--- config.mk ---
export PLATFORM = sky130hd
export DESIGN_NAME = clk_phase_alloc
export DESIGN_NICKNAME = d
export VERILOG_FILES = /design/src/rtl/clk_phase_alloc.sv
export SDC_FILE = /design/constraint.sdc
export NUM_CORES = 1
export LEC_CHECK = 0
export ABC_AREA = 1
export CORE_ASPECT_RATIO = 1.75
export CORE_MARGIN = 8
export CORE_UTILIZATION = 61
export DETAILED_ROUTE_END_ITERATION = 8
export GPL_TIMING_DRIVEN = 0
export PLACE_DENSITY = 0.86
export SLEW_MARGIN = 20
export SYNTH_ARGS = -nofsm -noshare
export SYNTH_HDL_FRONTEND = slang
export SYNTH_SLANG_ARGS = --single-unit
--- constraint.sdc ---
create_clock -name clock -period 5.3 [get_ports clock]
set_input_delay 0.795 -clock clock [delete_from_list [all_inputs] [get_ports clock]]
set_output_delay 0.795 -clock clock [all_outputs]
set_load 0.1 [all_outputs]
--- src/rtl/clk_phase_alloc.sv ---
// clk_phase_alloc: derives NUM_CH programmable-window clocks from one master clock, with hold handshake.
// Optional 32-bit completed-period counter enabled by defining CLK_ALLOC_PERIOD_CNT_EN.
module clk_phase_alloc #(
    parameter int NUM_CH = 4,
    parameter int DIV    = 4,
    parameter int CNT_W  = 4,
    parameter int CH_W   = 2
) (
    input  logic              clock,
    input  logic              reset,
    input  logic              cfg_wr,
    input  logic [CH_W-1:0]   cfg_ch,
    input  logic [CNT_W-1:0]  cfg_rise,
    input  logic [CNT_W-1:0]  cfg_fall,
    output logic              cfg_err,
    input  logic              hold_req,
    output logic              hold_ack,
    output logic [NUM_CH-1:0] clk_out,
    output logic [NUM_CH-1:0] ph_rise,
    output logic              period_start,
    output logic [31:0]       period_cnt
);
    typedef enum logic {RUN, HOLD} state_t;

    localparam logic [CNT_W-1:0] LAST   = CNT_W'(DIV - 1);
    localparam logic [CNT_W-1:0] HALF   = CNT_W'(DIV / 2);

    state_t            r_state, w_state_nxt;
    logic [CNT_W-1:0]  r_cnt, w_cnt_nxt;
    logic [CNT_W-1:0]  r_act_rise [NUM_CH];
    logic [CNT_W-1:0]  r_act_fall [NUM_CH];
    logic [CNT_W-1:0]  r_pnd_rise [NUM_CH];
    logic [CNT_W-1:0]  r_pnd_fall [NUM_CH];
    logic [CNT_W-1:0]  w_rise_nxt [NUM_CH];
    logic [CNT_W-1:0]  w_fall_nxt [NUM_CH];
    logic [NUM_CH-1:0] r_pnd_vld;
    logic [NUM_CH-1:0] w_clk_nxt;
    logic              w_end, w_apply, w_cfg_ok;

    function automatic logic win(input logic [CNT_W-1:0] c, r, f);
        return (r < f) ? (c >= r && c < f) : (r > f) ? (c >= r || c < f) : 1'b0;
    endfunction

    assign hold_ack = (r_state == HOLD);
    assign w_cfg_ok = cfg_wr
                    && ({{(32-CH_W){1'b0}}, cfg_ch} < 32'(NUM_CH))
                    && ({{(32-CNT_W){1'b0}}, cfg_rise} < 32'(DIV))
                    && ({{(32-CNT_W){1'b0}}, cfg_fall} < 32'(DIV));

    always_comb begin
        w_end       = (r_state == RUN) && (r_cnt == LAST);
        w_state_nxt = r_state;
        w_cnt_nxt   = '0;
        if (r_state == RUN) begin
            w_cnt_nxt = w_end ? '0 : r_cnt + 1'b1;
            if (w_end && hold_req)
                w_state_nxt = HOLD;
        end else if (!hold_req) begin
            w_state_nxt = RUN;
        end
        // period wrap, hold entry and hold exit all promote pending windows
        w_apply = w_end || (r_state == HOLD && !hold_req);
    end

    always_comb begin
        for (int i = 0; i < NUM_CH; i++) begin
            w_rise_nxt[i] = (w_apply && r_pnd_vld[i]) ? r_pnd_rise[i] : r_act_rise[i];
            w_fall_nxt[i] = (w_apply && r_pnd_vld[i]) ? r_pnd_fall[i] : r_act_fall[i];
            w_clk_nxt[i]  = (w_state_nxt == RUN) && win(w_cnt_nxt, w_rise_nxt[i], w_fall_nxt[i]);
        end
    end

    always_ff @(posedge clock or negedge reset) begin
        if (!reset) begin
            r_state      <= RUN;
            r_cnt        <= '0;
            r_pnd_vld    <= '0;
            clk_out      <= '0;
            ph_rise      <= '0;
            period_start <= 1'b0;
            cfg_err      <= 1'b0;
            for (int i = 0; i < NUM_CH; i++) begin
                r_act_rise[i] <= '0;
                r_act_fall[i] <= HALF;
                r_pnd_rise[i] <= '0;
                r_pnd_fall[i] <= HALF;
            end
        end else begin
            r_state      <= w_state_nxt;
            r_cnt        <= w_cnt_nxt;
            clk_out      <= w_clk_nxt;
            ph_rise      <= w_clk_nxt & ~clk_out;
            period_start <= (w_state_nxt == RUN) && (w_cnt_nxt == '0);
            cfg_err      <= cfg_wr && !w_cfg_ok;
            for (int i = 0; i < NUM_CH; i++) begin
                r_act_rise[i] <= w_rise_nxt[i];
                r_act_fall[i] <= w_fall_nxt[i];
                if (w_apply)
                    r_pnd_vld[i] <= 1'b0;
                // a write in the boundary cycle lands after the copy, so it waits for the next boundary
                if (w_cfg_ok && cfg_ch == CH_W'(i)) begin
                    r_pnd_vld[i]  <= 1'b1;
                    r_pnd_rise[i] <= cfg_rise;
                    r_pnd_fall[i] <= cfg_fall;
                end
            end
        end
    end

`ifdef CLK_ALLOC_PERIOD_CNT_EN
    logic [31:0] r_period_cnt;
    always_ff @(posedge clock or negedge reset) begin
        if (!reset)
            r_period_cnt <= '0;
        else if (w_end)
            r_period_cnt <= r_period_cnt + 32'd1;
    end
    assign period_cnt = r_period_cnt;
`else
    assign period_cnt = 32'd0;
`endif

endmodule

==> flow_metrics.tcl <==
set metrics [dict create \
    slew_violations 0 \
    fin_nets 716 \
    post-cts-setup-buffers 0 \
    power_density_nw_per_um2 653.8 \
    drive_gt1_frac 0.1761 \
    period_needed_ns 2.937 \
    synth_top_family_by_area "simple AND/OR/NAND/NOR gates" \
    postCtsHoldBufs 0 \
    drc_errors 0 \
    wl_per_cell_um 14.72 \
    place.gp.congestion 0.8952 \
    slowest_stage "clkdlybuf4s50_1" \
    synth_cell_types 38 \
    drv_cap 0 \
    synthSimpleGateAreaFrac 0.2927 \
    h-tree-depth 3 \
    grt_first_pass_wirelength_mm 19.29 \
    vias 4027 \
    fmax_mhz 340.4 \
    vias_per_cell 5.183 \
    critPathKind "in2reg" \
    ys_warn_count 0 \
    gr-usage-all-layers 0.2124 \
    cts_tree "yes" \
    clockBufferDepth 2 \
    finalSetupViolCount 0 \
    row_count 43 \
    busiest_layer "met2" \
    numCtsBuffers 9 \
    wirelength_mm 11.44 \
    io_pins 57 \
    cts_sinks 83 \
    cts_root_buffer "clkbuf_16" \
    grtUsageMet3 0.04645 \
    critPathLaunchType "input port" \
    synth_xor_area_frac 0.001813 \
    clk_latency_ns 0.34 \
    cts-resized-gates 0 \
    syn_area_sq_um 4831 \
    rsz0062_at_grt "no" \
    grt_util_met2 0.3938 \
    area_growth_pct 16.91 \
    path_cells "clkdlybuf4s50_1 -> nand2_4 -> nand3_4 -> inv_2 -> o21ai_0 -> ha_1 -> inv_1 -> o21bai_1 -> a21oi_1 -> nand2_1 -> a21oi_2 -> nand2_1 -> nor2_2" \
    grt_max_degree 61 \
    die_y_um 133.7 \
    worstPathArrival_ns 3.21 \
    clkPwrFrac 0.173 \
    worst_slew_pin_slew_ns 0.9779 \
    worst_hold_slack_ns 0.3511 \
    p_sw_uw 1791 \
    status "finished, final reports clean" \
    internal_power_uw 1902 \
    antenna_cells 0 \
    postSynthCellCount 614 \
    synth_compound_area_frac 0.05543 \
    seq_power_share 0.252 \
    ys_ff_latch 83 \
    crit_family "compound AO/OA/AOI/OAI gates" \
    ys_seq_area_frac 0.4320 \
    muxShareOfSynthArea 0 \
    leakagePower_uw 0.003187 \
    drt_iter0_markers 276 \
    avgSynthCellArea_sq_um 7.868 \
    die_w_um 83.27 \
    sw_frac_of_total 0.4850 \
    critPathMaxStageDelay_ns 0.54 \
    io_buffers 24 \
    worstSetupEndpointType "register" \
    die_area_sq_um 11140 \
    finClkSkew_ns 0.007859 \
    combPwrFrac 0.575 \
    first_pass_iters 5 \
    antenna_found_initial 0 \
    path_buf_inv 3 \
    critPathMaxFanout 10 \
    clk_pin_slew_ns 0.06 \
    ant_nets 0 \
    cp.required_ns 5.57 \
    grt_pass1_vias 4241 \
    grt_overflow_total 0 \
    synth-adder-area-share 0.05180 \
    cpMostUsedCell "nand2_1" \
    start_util 0.6192 \
    use_met1 0.2057 \
    report.final.hold_viol_count 0 \
    core_area_sq_um 7801 \
    slew_headroom 0.3460 \
    finalCritPeriodShare 0.5542 \
    dp_hpwl_mm 8.045 \
    min_path_type "in2async" \
    tns_ns 0 \
    ir_drop_uv 381.5 \
]
-- final timing paths --
check | start | to | slack [ns] | cells past startpoint
min in group clock | clk_out[0] | ph_rise[0] | 0.43 | 1
hold reg to reg | clk_out[0] | ph_rise[0] | 0.43 | 1
max in group asynchronous | reset | r_act_fall[1] | 4.30 | 2
hold / removal | reset | r_pnd_fall[8] | 0.35 | 1
setup reg to reg | r_cnt[0] | ph_rise[1] | 2.61 | 15
setup / recovery | hold_req | ph_rise[1] | 2.36 | 13
-- cells in the final DEF, fill, tap and decap left out, drive strengths merged --
cell type	instances
xnor2	1
nand3	35
o21bai	4
conb	32
nor3	4
a31o	3
nor3b	1
o21ai	26
dfrtp	75
a31oi	1
nand2	178
o21a	1
a21oi	9
inv	124
clkinvlp	1
or2	1
clkbuf	17
clkinv	1
ha	20
and3	1
bufinv	1
and2	3
buf	44
nor2	46
dfstp	8
nand4	27
clkdlybuf4s50	23
-- worst reg2reg max path, cell delays in order, from the launching register on --
cell and delay [ns]:
dfrtp_1 0.39, ha_1 0.25, nand2_2 0.10, nand2_4 0.07
buf_12 0.16, nand3_4 0.14, inv_2 0.09, o21ai_0 0.39
ha_1 0.32, inv_1 0.08, o21bai_1 0.10, a21oi_1 0.15
nand2_1 0.08, a21oi_2 0.12, nand2_1 0.09, nor2_2 0.08
-- sequential cells by signal (all words and copies together) (netlist names) --
signal / count
r_act_fall: 16
r_cnt: 4
hold_ack: 1
r_pnd_rise: 16
cfg_err: 1
r_act_rise: 16
ph_rise: 4
r_pnd_fall: 16
period_start: 1
r_pnd_vld: 4
clk_out: 4
-- power groups by stage --
stage | clock network [uW] | logic [uW] | registers (uW)
after floorplan | 0 | 1380 | 1150
after global placement | 0 | 1970 | 930
after detailed placement | 0 | 2070 | 938
after CTS | 642 | 2110 | 928
after global routing | 661 | 2360 | 947
final | 640 | 2120 | 930
-- cells in the mapped netlist, drive strengths merged --
cell type	number	area (sq um)
conb	1	3.750
buf	41	319.1
a31o	3	26.28
o21a	1	7.510
a21oi	9	60.05
o21ai	26	137.6
and2	3	18.77
nand3	35	232.7
clkbuf	4	15.01
nand4	27	209.0
o21bai	4	30.03
nor3b	1	7.510
and3	1	6.260
nor2	46	200.2
ha	20	250.2
nor3	4	20.02
nand2	178	713.2
dfrtp	75	1877
xnor2	1	8.760
inv	124	465.5
a31oi	1	6.260
or2	1	6.260
dfstp	8	210.2
-- layout make-up --
| cell class | instances | area [sq um] |
|---|---|---|
| buffer | 45 | 334.1 |
| clock buffer | 13 | 260.3 |
| clock inverter | 3 | 46.29 |
| fill | 581 | 2153 |
| inverter | 124 | 465.4 |
| multi-input combinational | 393 | 2066 |
| sequential | 83 | 2087 |
| tap | 90 | 112.6 |
| timing repair buffer | 26 | 276.5 |
-- cell families after synthesis --
group,count (synthesis)
and+or+nand+nor,296
buffers and inverters,169
DFF,83
AOI/OAI and AO/OA,44
adders and majority gates,20
xor gates and xnor gates,1
other,1
-- layer usage --
layer,up-vias,wire length (um)
met4,0,583
met3,39,543
li1,1962,-
met1,1890,4144
met2,136,6166
met5,-,0
-- stage by stage --
| stage | area, sq um | power (uW) | setup WS [ns] | instances | util |
|---|---|---|---|---|---|
| 4_1_cts | 5648 | 3678 | 2.356 | 777 | 0.7240 |
| 2_1_floorplan | 4947 | 2531 | 2.546 | 645 | - |
| 3_5_place_dp | 5341 | 3005 | 2.015 | 761 | 0.6847 |
| 5_1_grt | 5648 | 3966 | 2.146 | 777 | 0.7240 |
| 3_3_place_gp | 5300 | 2895 | 0.6573 | 759 | 0.6794 |
| 6_report | 5648 | 3692 | 2.363 | 777 | 0.7240 |
No activity file was read; power rests on OpenSTA's default activity.
==> RTL edit (same settings) <==
Build with the macro `CLK_ALLOC_PERIOD_CNT_EN` defined.
--- a/src/rtl/clk_phase_alloc.sv
+++ b/src/rtl/clk_phase_alloc.sv
@@ -1,5 +1,7 @@
 // clk_phase_alloc: derives NUM_CH programmable-window clocks from one master clock, with hold handshake.
 // Optional 32-bit completed-period counter enabled by defining CLK_ALLOC_PERIOD_CNT_EN.
+`define CLK_ALLOC_PERIOD_CNT_EN
+
 module clk_phase_alloc #(
     parameter int NUM_CH = 4,
     parameter int DIV    = 4,
Behaviour: not the same (Yosys sat finds a counterexample within 10 cycles, from zero or initial values and one cycle with reset low).
==> RTL edit against the unedited design <==
- global-route usage rose by 1.5 points
- sequential cell count rose by 32
- cell area rose by 30%
- highest routed layer unchanged
- power rose by 20%
- setup slack got worse by 0.12 ns
- count of clock-buffer cells in the layout rose by 10
- sequential share of layout area rose by 2.5 points
- area after synthesis rose by 23%
- sequential power rose by 31%
- wire length rose by 26%
==> RTL edit: results (changes against the unedited design) <==
| Metric | Value |
|---|---|
| H-Tree Depth | 4 (was 3) |
| Number of flip-flops in the largest register | 32 |
| Relative slew slack | 33.25% (was 34.60%) |
| Skew final | 0.005693 ns (was 0.007859 ns) |
| HPWL Detailed | 9.676 mm (was 8.045 mm) |
| Worst-Skew Late Latency | 0.42 ns (was 0.34 ns) |
| Post-CTS resize count | 0 (unchanged) |
| Final Routed Wirelength | 14.39 mm (was 11.44 mm) |
| Mapped Nets | ~750 |
| # fillers | 613 (was 581) |
| Clock Path Buffers | 2 (unchanged) |
| Gpl congestion | 0.8851 (was 0.8952) |
| Share of layout cells above drive strength 1 | 12.08% (was 17.61%) |
| Via-per-instance ratio | 5.423 (was 5.183) |
| Vias in the first global route | 5,171 (was 4,241) |
| VDD IR-drop max | 476.9 uV (was 381.5 uV) |
| Initial DRC Count | 271 (was 276) |
| Sequential fraction of the synthesis area | 48.60% (was 43.20%) |
| Cts bufs inserted | 17 (was 9) |
| Depth of the most critical reg-to-reg path | 14 (was 15) |
| Status | complete, no violations (unchanged) |
| Largest net degree at the start of global routing | 68 (was 61) |
| Final nets | 821 (was 716) |
| P_leak | 0.003933 uW (was 0.003187 uW) |
| Post-synth top cells | nand2_1 (179), inv_1 (130), dfrtp_1 (107) (was nand2_1 (164), inv_1 (114), dfrtp_1 (75)) |
| # port buffers | 56 (was 24) |
| All-Layer GR Usage | 22.76% (was 21.24%) |
| Synth top area cells | dfrtp_1 (45%), nand2_1 (11%), inv_1 (8.2%), ha_1 (5.3%), nand3_1 (5.1%) (was dfrtp_1 (39%), nand2_1 (13%), inv_1 (8.9%), buf_4 (5.3%), ha_1 (5.2%)) |
| # diodes | 0 (unchanged) |
| First-pass GRT wire length | 24.18 mm (was 19.29 mm) |
RTL edit: cell count changes in the layout (fill, tap and decap cells not counted), moves of 16 or more:
cell,change
clkdlybuf4s50_1,+32
nand3_1,+33
conb_1,-32
buf_4,-35
xor2_1,+21
inv_1,+16
dfrtp_1,+32
RTL edit: metal layers:
layer / vias up / global-route usage, % / wire, um
li1: 2341 / - / -
met1: 2392 / 21.46 / 5145
met2: 180 / 41.11 / 7709
met3: 60 / 7.598 / 921
met4: 0 / 13.83 / 613
met5: - / 0 / 0
RTL edit: logic make-up after synthesis:
group | after synthesis | share of synthesized area [%]
and+or+nand+nor | 338 | 26.09
buffers and inverters | 148 | 10.25
DFF | 115 | 48.60
AOI/OAI and AO/OA | 46 | 4.738
xor gates and xnor gates | 33 | 4.864
adders and majority gates | 25 | 5.264
muxes | 1 | 0.1895
RTL edit: critical path, cell delays in order:
cell and delay (ns):
clkdlybuf4s50_1 0.42, or2_4 0.30, nand2_4 0.19, nand2_4 0.11, buf_2 0.20, o21ai_0 0.34, inv_1 0.09, ha_1 0.30
nand2_1 0.08, inv_1 0.06, nand2_1 0.06, nand3_1 0.08, nand2_1 0.05, nand2_1 0.08, nand3_1 0.13, nor2_1 0.11
RTL edit: cell type report:
type,instances,area (um2),share of cell area (%)
well taps,122,152.6,2.084
plain buffers,12,98.84,1.350
inverters,136,510.5,6.970
multi-input cells,443,2447,33.41
clock buffers,23,488.0,6.662
repair buffers,57,589.3,8.046
clock inverters,9,150.1,2.050
flip-flops and latches,115,2888,39.43
RTL edit: final timing paths:
| path | start | to | slack, ns |
|---|---|---|---|
| max in group asynchronous | reset | r_act_fall[9]$_DFF_PN1_ | 4.28 |
| min | reset | ph_rise[3]$_DFF_PN0_ | 0.31 |
| max | hold_req | ph_rise[2]$_DFF_PN0_ | 2.24 |
| max reg2reg | r_cnt[1]$_DFF_PN0_ | ph_rise[2]$_DFF_PN0_ | 2.41 |
| min in group clock | clk_out[3]$_DFF_PN0_ | ph_rise[3]$_DFF_PN0_ | 0.42 |
| min reg2reg | clk_out[3]$_DFF_PN0_ | ph_rise[3]$_DFF_PN0_ | 0.42 |
RTL edit: through the flow:
stage               TNS [ns]  cells  hold WS [ns]  instance area [um2]  setup WS, ns
floorplan                  0    706        0.4572                 5942         2.363
global placement      -73.85    884        0.4089                 6655       -0.6983
detailed placement         0    885        0.4197                 6684         1.935
CTS                        0    917        0.3209                 7322         2.291
global route               0    917        0.3432                 7325         2.032
finish                     0    917        0.3104                 7325         2.244
RTL edit: report_power, final:
group          internal, uW  total [uW]  switching [uW]
sequential             1110        1220             115
clock                   833        1220             389
combinational           593        1990            1400
